$ cat src/rtl/hart_issue_scheduler.sv
// Barrel-thread issue scheduler: rotates a round-robin slot over all harts and
// tracks per-hart IDLE/PEND/RUN/DRAIN state. Optional per-hart issue counters: HART_PERF_COUNTERS_EN.
`ifndef NUM_THREADS
`define NUM_THREADS 16
`endif

module hart_issue_scheduler #(
  parameter int                     NUM_THREADS    = `NUM_THREADS,
  parameter int                     TIDW           = $clog2(NUM_THREADS),
  parameter int                     PCW            = 12,
  parameter logic [PCW-1:0]         STARTUP_ADDR   = 12'h000,
  parameter logic [NUM_THREADS-1:0] AUTOSTART_MASK = {{(NUM_THREADS-1){1'b0}}, 1'b1}
) (
  input  logic                   clk,
  input  logic                   reset,
  input  logic                   start_valid,
  input  logic [TIDW-1:0]        start_tid,
  input  logic [PCW-1:0]         start_pc,
  output logic                   start_ready,
  input  logic                   halt_valid,
  input  logic [TIDW-1:0]        halt_tid,
  output logic                   issue_valid,
  output logic [TIDW-1:0]        issue_tid,
  output logic                   issue_pc_load,
  output logic [PCW-1:0]         issue_pc,
  output logic [NUM_THREADS-1:0] thread_running,
  output logic                   all_idle
`ifdef HART_PERF_COUNTERS_EN
  ,
  input  logic [TIDW-1:0]        perf_sel,
  output logic [31:0]            perf_count
`endif
);

  typedef enum logic [1:0] {
    HART_IDLE  = 2'd0,
    HART_PEND  = 2'd1,
    HART_RUN   = 2'd2,
    HART_DRAIN = 2'd3
  } hart_state_t;

  hart_state_t    state_r [NUM_THREADS];
  logic [PCW-1:0] pc_r    [NUM_THREADS];
  logic [TIDW-1:0] slot_r;

  // Slot rotation and per-hart lifecycle; DRAIN holds a hart off for one full rotation.
  always_ff @(posedge clk) begin
    if (reset) begin
      slot_r <= '0;
      for (int i = 0; i < NUM_THREADS; i++) begin
        state_r[i] <= AUTOSTART_MASK[i] ? HART_PEND : HART_IDLE;
        pc_r[i]    <= STARTUP_ADDR;
      end
    end else begin
      slot_r <= slot_r + TIDW'(1);
      for (int i = 0; i < NUM_THREADS; i++) begin
        case (state_r[i])
          HART_IDLE: begin
            if (start_valid && (start_tid == TIDW'(i))) begin
              state_r[i] <= HART_PEND;
              pc_r[i]    <= start_pc;
            end
          end
          HART_PEND: begin
            if (slot_r == TIDW'(i)) begin
              state_r[i] <= HART_RUN;
            end
          end
          HART_RUN: begin
            if (halt_valid && (halt_tid == TIDW'(i))) begin
              state_r[i] <= HART_DRAIN;
            end
          end
          HART_DRAIN: begin
            if (slot_r == TIDW'(i)) begin
              state_r[i] <= HART_IDLE;
            end
          end
          default: begin
            state_r[i] <= HART_IDLE;
          end
        endcase
      end
    end
  end

  // Issue decode from registered slot and state only.
  always_comb begin
    issue_tid     = slot_r;
    issue_pc      = pc_r[slot_r];
    issue_valid   = 1'b0;
    issue_pc_load = 1'b0;
    case (state_r[slot_r])
      HART_PEND: begin
        issue_valid   = 1'b1;
        issue_pc_load = 1'b1;
      end
      HART_RUN: begin
        issue_valid   = 1'b1;
        issue_pc_load = 1'b0;
      end
      default: begin
        issue_valid   = 1'b0;
        issue_pc_load = 1'b0;
      end
    endcase
  end

  // Hart status summaries and start handshake.
  always_comb begin
    all_idle       = 1'b1;
    thread_running = '0;
    for (int i = 0; i < NUM_THREADS; i++) begin
      if ((state_r[i] == HART_PEND) || (state_r[i] == HART_RUN)) begin
        thread_running[i] = 1'b1;
      end else begin
        thread_running[i] = 1'b0;
      end
      if (state_r[i] != HART_IDLE) begin
        all_idle = 1'b0;
      end else begin
        all_idle = all_idle;
      end
    end
    start_ready = (state_r[start_tid] == HART_IDLE);
  end

`ifdef HART_PERF_COUNTERS_EN
  logic [31:0] perf_cnt_r [NUM_THREADS];

  // Issue-slot counters; a start only lands on an IDLE hart, so clear and count never coincide.
  always_ff @(posedge clk) begin
    if (reset) begin
      for (int i = 0; i < NUM_THREADS; i++) begin
        perf_cnt_r[i] <= 32'd0;
      end
    end else begin
      for (int i = 0; i < NUM_THREADS; i++) begin
        if (start_valid && start_ready && (start_tid == TIDW'(i))) begin
          perf_cnt_r[i] <= 32'd0;
        end else if (issue_valid && (slot_r == TIDW'(i))) begin
          perf_cnt_r[i] <= perf_cnt_r[i] + 32'd1;
        end else begin
          perf_cnt_r[i] <= perf_cnt_r[i];
        end
      end
    end
  end

  assign perf_count = perf_cnt_r[perf_sel];
`endif

endmodule
$ cat config.mk
export PLATFORM = sky130hd
export DESIGN_NAME = hart_issue_scheduler
export DESIGN_NICKNAME = d
export VERILOG_FILES = /design/src/rtl/hart_issue_scheduler.sv
export SDC_FILE = /design/constraint.sdc
export NUM_CORES = 1
export LEC_CHECK = 0
export CAP_MARGIN = 20
export CORE_UTILIZATION = 52
export DETAILED_ROUTE_END_ITERATION = 8
export PLACE_DENSITY = 0.7
export SYNTH_ARGS = -nofsm -noshare
export SYNTH_HDL_FRONTEND = slang
export SYNTH_SLANG_ARGS = --single-unit
export TNS_END_PERCENT = 5
$ cat constraint.sdc
create_clock -name clk -period 6.85 [get_ports clk]
set_input_delay 1.37 -clock clk [delete_from_list [all_inputs] [get_ports clk]]
set_output_delay 1.37 -clock clk [all_outputs]
set_load 0.05 [all_outputs]
==> qor.yml, run 1 <==
clock_tree:
  cts_tree: "built"
  root_buffer: "clkbuf_16"
  numCtsBuffers: 24
  cts.sinks: 228
  htreeDepth: 1
  hold_buffers: 0
  cts-resized-gates: 0
  path_clk_slew_ns: 0.06
  clk_latency_ns: 0.51
  cts_buffer_depth: 3
  postCtsSetupBuffers: 0
critical_path:
  crit_slowest_cell: "clkdlybuf4s50_1"
  arrival_ns: 4.22
  cp_data_required_time_ns: 5.48
  critPathKind: "in -> out"
  cp-end-kind: "output pin"
  cpMostUsedCell: "clkdlybuf4s50_1"
  slowest_delay_ns: 0.88
  crit_path_start_kind: "input port"
  cp_max_fo: 18
  path_cells: "clkdlybuf4s50_1 -> nor3b_1 -> nor2_1 -> o41a_1 -> nor4bb_1 -> clkdlybuf4s50_1"
final_layout:
  post-route-cell-area_mm2: 0.01320
  n_fill_cell: 1641
  mostFrequentLayoutCells: "edfxtp_1 (224), nor2_1 (129), ha_1 (69)"
  area_growth_pct: 12.40
  drive_gt1_frac: 0.1247
  utilization: 0.6012
  nets: 966
  finalNonFillerCells: 1170
  final_common_cell: "edfxtp_1"
  antennaDiodeCount: 0
logic_synthesis:
  ys.warnings.count: 0
  synth-main-ff-cell: "edfxtp_1"
  synth_area_mm2: 0.01175
  seq_area_frac_synth: 0.5795
  synth_area_leader_cell: "edfxtp_1"
  avgSynthCellArea_um2: 13.97
  syn_inst: 841
  yosys.area.top_type_share: 0.5727
  synth.area.top_cells: "edfxtp_1 (57%), mux4_2 (13%), ha_1 (7.4%)"
  synth_edf_count: 224
  synth_cell_types: 51
  synth_seq_cells: 228
  synthesis.nets: 934
  async_flop_share: 0
timing:
  rsz0062_at_grt: "false"
  finalCritPeriodShare: 0.8159
  max_freq_mhz: 178.9
  timing.slew.headroom: 0.3580
  setup_viol: 0
  worst_pin_slew_ns: 0.9631
  hold_viol: 0
  setup_slack_ns: 1.261
  fin_crit_ns: 5.589
  tns_ns: 0
  report.final.slew_viol_count: 0
  skew_ns: 0.006682
placed_design:
  hpwl_um: 19740
  dpl_cell_area_mm2: 0.01247
  dp_slack_ns: 1.308
  io_buffers: 59
  post-place-cells: 1127
  place_congestion: 0.8959
floorplan:
  fp.dieH_um: 152.3
  core_region_area_mm2: 0.02196
  rows: 54
  io-pin-count: 60
  floorplan.initialDensity: 0.5349
  die-area_mm2: 0.02319
  chipWidth_um: 152.3
power_and_ir_drop:
  power_per_cell_area_mw_per_mm2: 253.5
  vdd_drop_max_v: 0.0002136
  p_leak_nw: 4.854
job:
  cap_violations: 0
grt:
  grt_util_all_layers: 0.2550
  grt_start_max_net_pins: 71
  grt_pass1_wl_um: 44430
  overflow: 0
  grt_pass1_vias: 7534
  antenna_found_initial: 0
route:
  drc: 0
  drtIter0Drc: 814
  dr.pass1.iters: 5
  vias_per_cell: 6.358
  ant_nets: 0
  post_drt_wl_per_cell_um: 24.86
  drt_wl_total_um: 29090
  vias: 7439
outcome:
  status: "finished clean"
hold_path:
  hold_path.class: "reg -> reg"
## path summary, 6_finish.rpt
path | cells after the start | slack, ns | startpoint | to
setup / recovery | 6 | 1.26 | start_tid[1] | start_ready
hold / removal | 1 | 0.77 | issue_tid[0]$_SDFF_PP0_ | issue_tid[0]$_SDFF_PP0_
setup reg to reg | 5 | 3.86 | state_r[0][1]$_SDFFCE_PP0P_ | state_r[0][0]$_SDFFCE_PN1P_
hold reg to reg | 1 | 0.77 | issue_tid[0]$_SDFF_PP0_ | issue_tid[0]$_SDFF_PP0_
## synthesized netlist by cell type (3+ instances only)
| cell | n |
|---|---|
| and3_1 | 11 |
| inv_1 | 52 |
| nand3b_1 | 18 |
| a2111oi_0 | 3 |
| a311oi_1 | 5 |
| a21oi_1 | 10 |
| a31oi_1 | 9 |
| nor3b_1 | 3 |
| nor2b_1 | 22 |
| edfxtp_1 | 224 |
| a41o_1 | 4 |
| nand3_1 | 25 |
| nor3_1 | 9 |
| nor2_1 | 129 |
| clkbuf_1 | 44 |
| nand2_1 | 11 |
| nand4b_1 | 4 |
| nand4_1 | 12 |
| a221oi_1 | 4 |
| ha_1 | 69 |
| a21o_1 | 7 |
| o21ai_0 | 8 |
| dfxtp_1 | 4 |
| a32oi_1 | 4 |
| mux4_2 | 67 |
| mux4_1 | 3 |
| o211ai_1 | 8 |
| buf_2 | 12 |
| o21a_1 | 9 |
| nand2b_1 | 23 |
| a31o_2 | 3 |
## worst max-delay path: cells and delay by family
family / cells / cell delay [ns]
buf+inv: 2 / 1.75
simple gates: 3 / 0.76
compound gates: 1 / 0.33
## routing by layer
| metal | routed length [um] | track usage |
|---|---|---|
| met1 | 12260 | 0.3678 |
| met2 | 13780 | 0.4073 |
| met3 | 2289 | 0.03385 |
| met4 | 753 | 0.07629 |
| met5 | 0 | 0 |
## stage by stage
stage	power (W)	hold WS (ns)
finish	0.003346	0.7685
global route	0.003437	0.8710
CTS	0.003352	0.7983
detailed placement	0.002158	0.7894
global placement	0.002144	0.7722
floorplan	0.001992	0.8148
## report_power, final
part	internal [W]	total (W)	switching (W)
registers	0.00160	0.00165	0.0000426
logic	0.000184	0.000487	0.000303
clock network	0.000700	0.00121	0.000514
## sequential cells by signal, indices dropped and copies added (netlist names)
signal and count:
state_r 32, pc_r 192, issue_tid 4
## cell families (layout without fill, tap and decap cells)
logic type,after synthesis,after routing,synth area share
AO/OA/AOI/OAI,81,81,0.05028
XOR/XNOR,2,2,0.001492
adder cells (fa/ha/maj),69,69,0.07351
buffers and inverters,112,161,0.03963
flip-flops,228,228,0.5795
multiplexers,70,70,0.1352
AND/OR/NAND/NOR,279,279,0.1204
## final cells by class
class                           count  area [um^2]  area share
Sequential cell                   228         6812      0.5160
Multi-Input combinational cell    501         4473      0.3388
Clock buffer                       29        640.6     0.04853
Timing Repair Buffer               66        638.1     0.04834
Tap cell                          280        350.3     0.02654
Inverter                           52        195.2     0.01479
Clock inverter                     14        92.59    0.007014
No activity file was read; power rests on OpenSTA's default activity.
==> inputs of run 2 (changes only) <==
==> constraint.sdc (replaced) <==
create_clock -name clk -period 5.73 [get_ports clk]
set_input_delay 1.146 -clock clk [delete_from_list [all_inputs] [get_ports clk]]
set_output_delay 1.146 -clock clk [all_outputs]
set_load 0.05 [all_outputs]
==> run 2 against run 1 <==
Effect of this change: sequential power up 19%; sequential share of layout area decreased by 0.093 points; global-route usage rose by 0.25 points; clock-buffer cell count grew 6; clock power up 19%; total power increased by 19%; flip-flop and latch count did not move; critical endpoint unchanged; largest power group unchanged.
==> qor.yml, run 2 (synthesized netlist as in run 1, its figures left out) <==
final_layout:
  antennaDiodeCount: 0  # unchanged
  finalNonFillerCells: 1173  # +0.26%
  drive_gt1_frac: 0.1254  # +0.0007008
  nets: 969  # +0.31%
  utilization: 0.6023  # +0.001082
  final_common_cell: "edfxtp_1"
  post-route-cell-area_mm2: 0.01323  # +0.18%
  area_growth_pct: 12.60
  largest_reg_flops: 192  # unchanged
  mostFrequentLayoutCells: "edfxtp_1 (224), nor2_1 (129), ha_1 (69)"
  top_register: "pc_r"
clock_tree:
  hold_buffers: 0  # unchanged
  path_clk_slew_ns: 0.06  # about the same
  cts_buffer_depth: 3  # unchanged
  cts.sinks: 228  # unchanged
  numCtsBuffers: 24  # unchanged
  cts-resized-gates: 0  # unchanged
  htreeDepth: 1  # unchanged
  root_buffer: "clkbuf_16"
  cts_tree: "built"
  postCtsSetupBuffers: 0  # unchanged
  clk_latency_ns: 0.52  # about the same
timing:
  max_freq_mhz: 193.0
  setup_viol: 0  # unchanged
  hold_viol: 0  # unchanged
  worst_pin_slew_ns: 0.8968  # -0.06629 ns
  finalCritPeriodShare: 0.9044
  timing.slew.headroom: 0.4009  # +0.04296
  setup_slack_ns: 0.5477  # -0.7136 ns
  fin_crit_ns: 5.182
  tns_ns: 0  # unchanged
  report.final.slew_viol_count: 0  # unchanged
  skew_ns: 0.009362  # +0.002679 ns
  rsz0062_at_grt: "false"
critical_path:
  slowest_delay_ns: 0.90  # +0.02 ns
  cp_data_required_time_ns: 4.58  # -0.90 ns
  path_delay_family: "buffers and inverters"
  path_cells: "clkdlybuf4s50_1 -> nor3b_1 -> nor2_1 -> o41a_1 -> nor4bb_1 -> clkdlybuf4s50_1"
  arrival_ns: 4.04  # -0.18 ns
  crit_slowest_cell: "clkdlybuf4s50_1"
  worstSetupStartpoint: "start_tid[1]"
  crit_path_start_kind: "input port"
  cp-end-kind: "output pin"
  cpMostUsedCell: "clkdlybuf4s50_1"
  rrSetupSlack_ns: 2.68  # -1.18 ns
  critPathBufInv: 2  # unchanged
  r2r_start: "state_r[0][0]$_SDFFCE_PN1P_"
  cp_max_fo: 18  # unchanged
  critPathKind: "in -> out"
placed_design:
  dp_slack_ns: 0.6349  # -0.6733 ns
  io_buffers: 59  # unchanged
  hpwl_um: 20130  # +2.0%
  post-place-cells: 1130  # +0.27%
  place_congestion: 0.8830  # -1.4%
  dpl_cell_area_mm2: 0.01250  # +0.28%
grt:
  grt_util_all_layers: 0.2575  # +0.002532
  antenna_found_initial: 0  # unchanged
  grt_start_max_net_pins: 42  # -41%
  grt_pass1_vias: 7383  # -2.0%
  overflow: 0  # unchanged
  grt_pass1_wl_um: 44650  # +0.50%
power_and_ir_drop:
  vdd_drop_max_v: 0.0002491  # +17%
  internal_power_w: 0.002962  # +19%
  p_switching_w: 0.001035  # +20%
  clockPowerShare: 0.361  # -0.002
  p_leak_nw: 4.859  # +0.10%
  p_sw_frac: 0.2590  # +0.002052
  power_frac_comb: 0.147  # +0.002
  power_per_cell_area_mw_per_mm2: 302.3  # +19%
  p_seq_frac: 0.492  # about the same
route:
  vias: 7441  # +0.027%
  ant_nets: 0  # unchanged
  vias_per_cell: 6.344  # -0.23%
  dr.pass1.iters: 5  # unchanged
  drc: 0  # unchanged
  drtIter0Drc: 875  # +7.5%
  drt_wl_total_um: 29390  # +1.1%
  post_drt_wl_per_cell_um: 25.06  # +0.80%
hold_path:
  hold_path.class: "reg -> reg"
  hold_path.startpoint: "issue_tid[0]$_SDFF_PP0_"
floorplan:
  die-area_mm2: 0.02319  # unchanged
  fp.dieH_um: 152.3  # unchanged
  io-pin-count: 60  # unchanged
  rows: 54  # unchanged
  floorplan.initialDensity: 0.5349  # unchanged
  core_region_area_mm2: 0.02196  # unchanged
  chipWidth_um: 152.3  # unchanged
job:
  cap_violations: 0  # unchanged
outcome:
  status: "finished clean"
[run 2: cell count changes in the layout (fill, tap and decap cells not counted), moves of 2 or more]
cell	change
buf_4	+2
clkbuf_1	+7
clkinv_2	-2
clkinv_1	-5
[run 2: area by class of cell]
class,instances,area (um^2)
timing repair buffer,69,673.1
inverter,52,195.2
tap,280,350.3
multi-input combinational,501,4473
sequential,228,6812
fill,1652,8733
clock inverter,8,80.08
clock buffer,35,641.9
[run 2: final timing paths]
kind              depth (start not counted)                           to
setup / recovery                          6                  start_ready
hold / removal                            1      issue_tid[0]$_SDFF_PP0_
setup reg to reg                          5  state_r[0][0]$_SDFFCE_PN1P_
hold reg to reg                           1      issue_tid[0]$_SDFF_PP0_
[run 2: power by group through the flow]
| stage | Clock [W] | Combinational [W] | Sequential, W |
|---|---|---|---|
| 6_report | 0.00144 | 0.000587 | 0.00197 |
| 5_1_grt | 0.00152 | 0.000615 | 0.00197 |
| 4_1_cts | 0.00145 | 0.000585 | 0.00197 |
| 3_5_place_dp | 0 | 0.000582 | 0.00200 |
| 3_3_place_gp | 0 | 0.000571 | 0.00199 |
| 2_1_floorplan | 0 | 0.000403 | 0.00198 |
[run 2: metal layers]
layer  track usage  vias up  routed length, um
met5             0        -                  0
met4       0.07969        0                786
met3       0.03413       50               1960
met2        0.4099      302              14090
met1        0.3717     3857              12560
li1              -     3232                  -
[run 2: metrics by stage]
stage          power, W  hold WS [ns]
6_report       0.003997        0.7356
5_1_grt        0.004110        0.8272
4_1_cts        0.004005        0.7711
3_5_place_dp   0.002583        0.7616
3_3_place_gp   0.002566        0.7528
2_1_floorplan  0.002381        0.8148
==> inputs of run 3 (changes only) <==
--- a/config.mk
+++ b/config.mk
@@ -6,9 +6,11 @@
 export NUM_CORES = 1
 export LEC_CHECK = 0
 export CAP_MARGIN = 20
-export CORE_UTILIZATION = 52
+export CELL_PAD_IN_SITES_DETAIL_PLACEMENT = 1
+export CELL_PAD_IN_SITES_GLOBAL_PLACEMENT = 2
+export CORE_UTILIZATION = 44
 export DETAILED_ROUTE_END_ITERATION = 8
-export PLACE_DENSITY = 0.7
+export PLACE_DENSITY = 0.8
 export SYNTH_ARGS = -nofsm -noshare
 export SYNTH_HDL_FRONTEND = slang
 export SYNTH_SLANG_ARGS = --single-unit
==> constraint.sdc (replaced) <==
create_clock -name clk -period 5.25 [get_ports clk]
set_input_delay 1.05 -clock clk [delete_from_list [all_inputs] [get_ports clk]]
set_output_delay 1.05 -clock clk [all_outputs]
set_load 0.05 [all_outputs]
==> run 3 against run 2 <==
Effect of this change: largest power group unchanged; non-clock buffer count is 15 higher; sequential power is 9% higher; register-to-register slack worse by 0.46 ns; worst setup slack better by 0.19 ns; via count is 3.0% higher; cell count is 6.3% higher; clock power is 26% higher; the flow now finishes with violations (DRC); clock skew is 0.0059 ns higher; wire length is 18% higher.
==> qor.yml, run 3 (synthesized netlist as in run 1, its figures left out) <==
power_and_ir_drop:
  p_switching_w: 0.001180  # +14%
  p_seq_frac: 0.465  # -0.027
  internal_power_w: 0.003434  # +16%
  power_per_cell_area_mw_per_mm2: 340.8  # +13%
  clockPowerShare: 0.394  # +0.033
  p_leak_nw: 4.992  # +2.7%
  vdd_drop_max_v: 0.0002221  # -11%
  finalPower_w: 0.004615  # +15%
  p_sw_frac: 0.2558  # -0.003221
  power_frac_comb: 0.141  # -0.006
route:
  vias_per_cell: 6.148  # -3.1%
  ant_nets: 0  # unchanged
  dr.pass1.iters: 7  # +2
  vias: 7666  # +3.0%
  drc: 8  # +8
  drt_wl_total_um: 34810  # +18%
  post_drt_wl_per_cell_um: 27.92  # +11%
  drtIter0Drc: 603  # -31%
timing:
  setup_viol: 0  # unchanged
  fin_crit_ns: 4.516
  rsz0062_at_grt: "false"
  worst_pin_slew_ns: 1.053  # +0.1559 ns
  hold_viol: 0  # unchanged
  skew_ns: 0.01522  # +0.005861 ns
  tns_ns: 0  # unchanged
  timing.slew.headroom: 0.2982  # -0.1027
  max_freq_mhz: 221.4
  report.final.slew_viol_count: 0  # unchanged
  finalCritPeriodShare: 0.8603
floorplan:
  fp.dieH_um: 165.4  # +8.6%
  floorplan.initialDensity: 0.4494  # -0.08543
  io-pin-count: 60  # unchanged
  core_region_area_mm2: 0.02613  # +19%
  rows: 59  # +9.3%
  chipWidth_um: 165.4  # +8.6%
  die-area_mm2: 0.02735  # +18%
grt:
  grt_pass1_vias: 8369  # +13%
  antenna_found_initial: 0  # unchanged
  overflow: 0  # unchanged
  grt_pass1_wl_um: 52070  # +17%
  grt_util_all_layers: 0.2649  # +0.007350
  grt_start_max_net_pins: 53  # +26%
final_layout:
  drive_gt1_frac: 0.1491  # +0.02370
  area_growth_pct: 15.28
  nets: 986  # +1.8%
  antennaDiodeCount: 0  # unchanged
  largest_reg_flops: 192  # unchanged
  top_register: "pc_r"
  mostFrequentLayoutCells: "edfxtp_1 (224), nor2_1 (129), ha_1 (69)"
  final_common_cell: "edfxtp_1"
clock_tree:
  cts_buffer_depth: 3  # unchanged
  cts.sinks: 228  # unchanged
  path_clk_slew_ns: 0.06  # about the same
  cts-resized-gates: 0  # unchanged
  htreeDepth: 1  # unchanged
  cts_tree: "built"
  clk_latency_ns: 0.53  # about the same
  numCtsBuffers: 26  # +8.3%
  root_buffer: "clkbuf_16"
  hold_buffers: 0  # unchanged
  postCtsSetupBuffers: 0  # unchanged
placed_design:
  place_congestion: 0.9166  # +3.8%
  io_buffers: 59  # unchanged
  hpwl_um: 23130  # +15%
critical_path:
  crit_path_start_kind: "register"
  cp_max_fo: 24  # +6
  cp-end-kind: "output pin"
  arrival_ns: 3.47  # -0.57 ns
  cp_data_required_time_ns: 4.20  # -0.38 ns
  critPathKind: "reg -> out"
hold_path:
  hold_path.class: "reg -> reg"
job:
  cap_violations: 0  # unchanged
outcome:
  violations: "DRC"
  status: "complete, but fails checks"
## run 3: power by group through the flow
stage	clock, W	combinational, W	sequential [W]
6_report	0.00182	0.000653	0.00215
5_1_grt	0.00190	0.000692	0.00215
4_1_cts	0.00184	0.000658	0.00215
3_5_place_dp	0	0.000654	0.00218
3_3_place_gp	0	0.000639	0.00217
2_1_floorplan	0	0.000440	0.00216
## run 3: through the flow
step | area [um^2] | cells | util | hold slack (ns) | setup WS, ns
2_1_floorplan | 11750 | 841 | - | 0.8148 | 0.7236
3_3_place_gp | 12690 | 1200 | 0.4855 | 0.7109 | 0.9929
5_1_grt | 13540 | 1247 | 0.5181 | 0.7728 | 0.5906
4_1_cts | 13540 | 1247 | 0.5181 | 0.7592 | 0.6807
3_5_place_dp | 12690 | 1200 | 0.4855 | 0.7498 | 0.9573
6_report | 13540 | 1247 | 0.5181 | 0.7588 | 0.7335
## run 3: path summary, 6_finish.rpt
kind	from	to	slack, ns	cells after the start
setup reg to reg	issue_tid[2]$_SDFF_PP0_	state_r[7][0]$_SDFFCE_PP0P_	2.22	5
hold / removal	issue_tid[0]$_SDFF_PP0_	issue_tid[3]$_SDFF_PP0_	0.76	3
setup / recovery	issue_tid[0]$_SDFF_PP0_	issue_pc[2]	0.73	4
hold reg to reg	issue_tid[0]$_SDFF_PP0_	issue_tid[3]$_SDFF_PP0_	0.76	3
## run 3: layer usage
metal / vias up / GRT usage / wire, um / share of wire
met2: 300 / 0.4568 / 17550 / 0.50
met3: 65 / 0.03996 / 2156 / 0.062
li1: 3278 / - / - / -
met4: 0 / 0.08719 / 934 / 0.027
met5: - / 0 / 0 / 0
met1: 4023 / 0.3419 / 14170 / 0.41
## run 3: layout make-up
cell class / count / area [um^2]
fill: 2609 / 12590
sequential: 228 / 6812
multi-input combinational: 501 / 4479
timing repair buffer: 84 / 783.3
clock buffer: 35 / 715.7
tap: 335 / 419.2
inverter: 52 / 195.2
clock inverter: 12 / 135.1
## run 3: worst max-delay path, stage by stage, from the launching register on
cell and delay, ns:
dfxtp_4 0.50, buf_4 0.51, mux4_1 0.70, mux4_2 0.48
clkdlybuf4s50_1 0.71
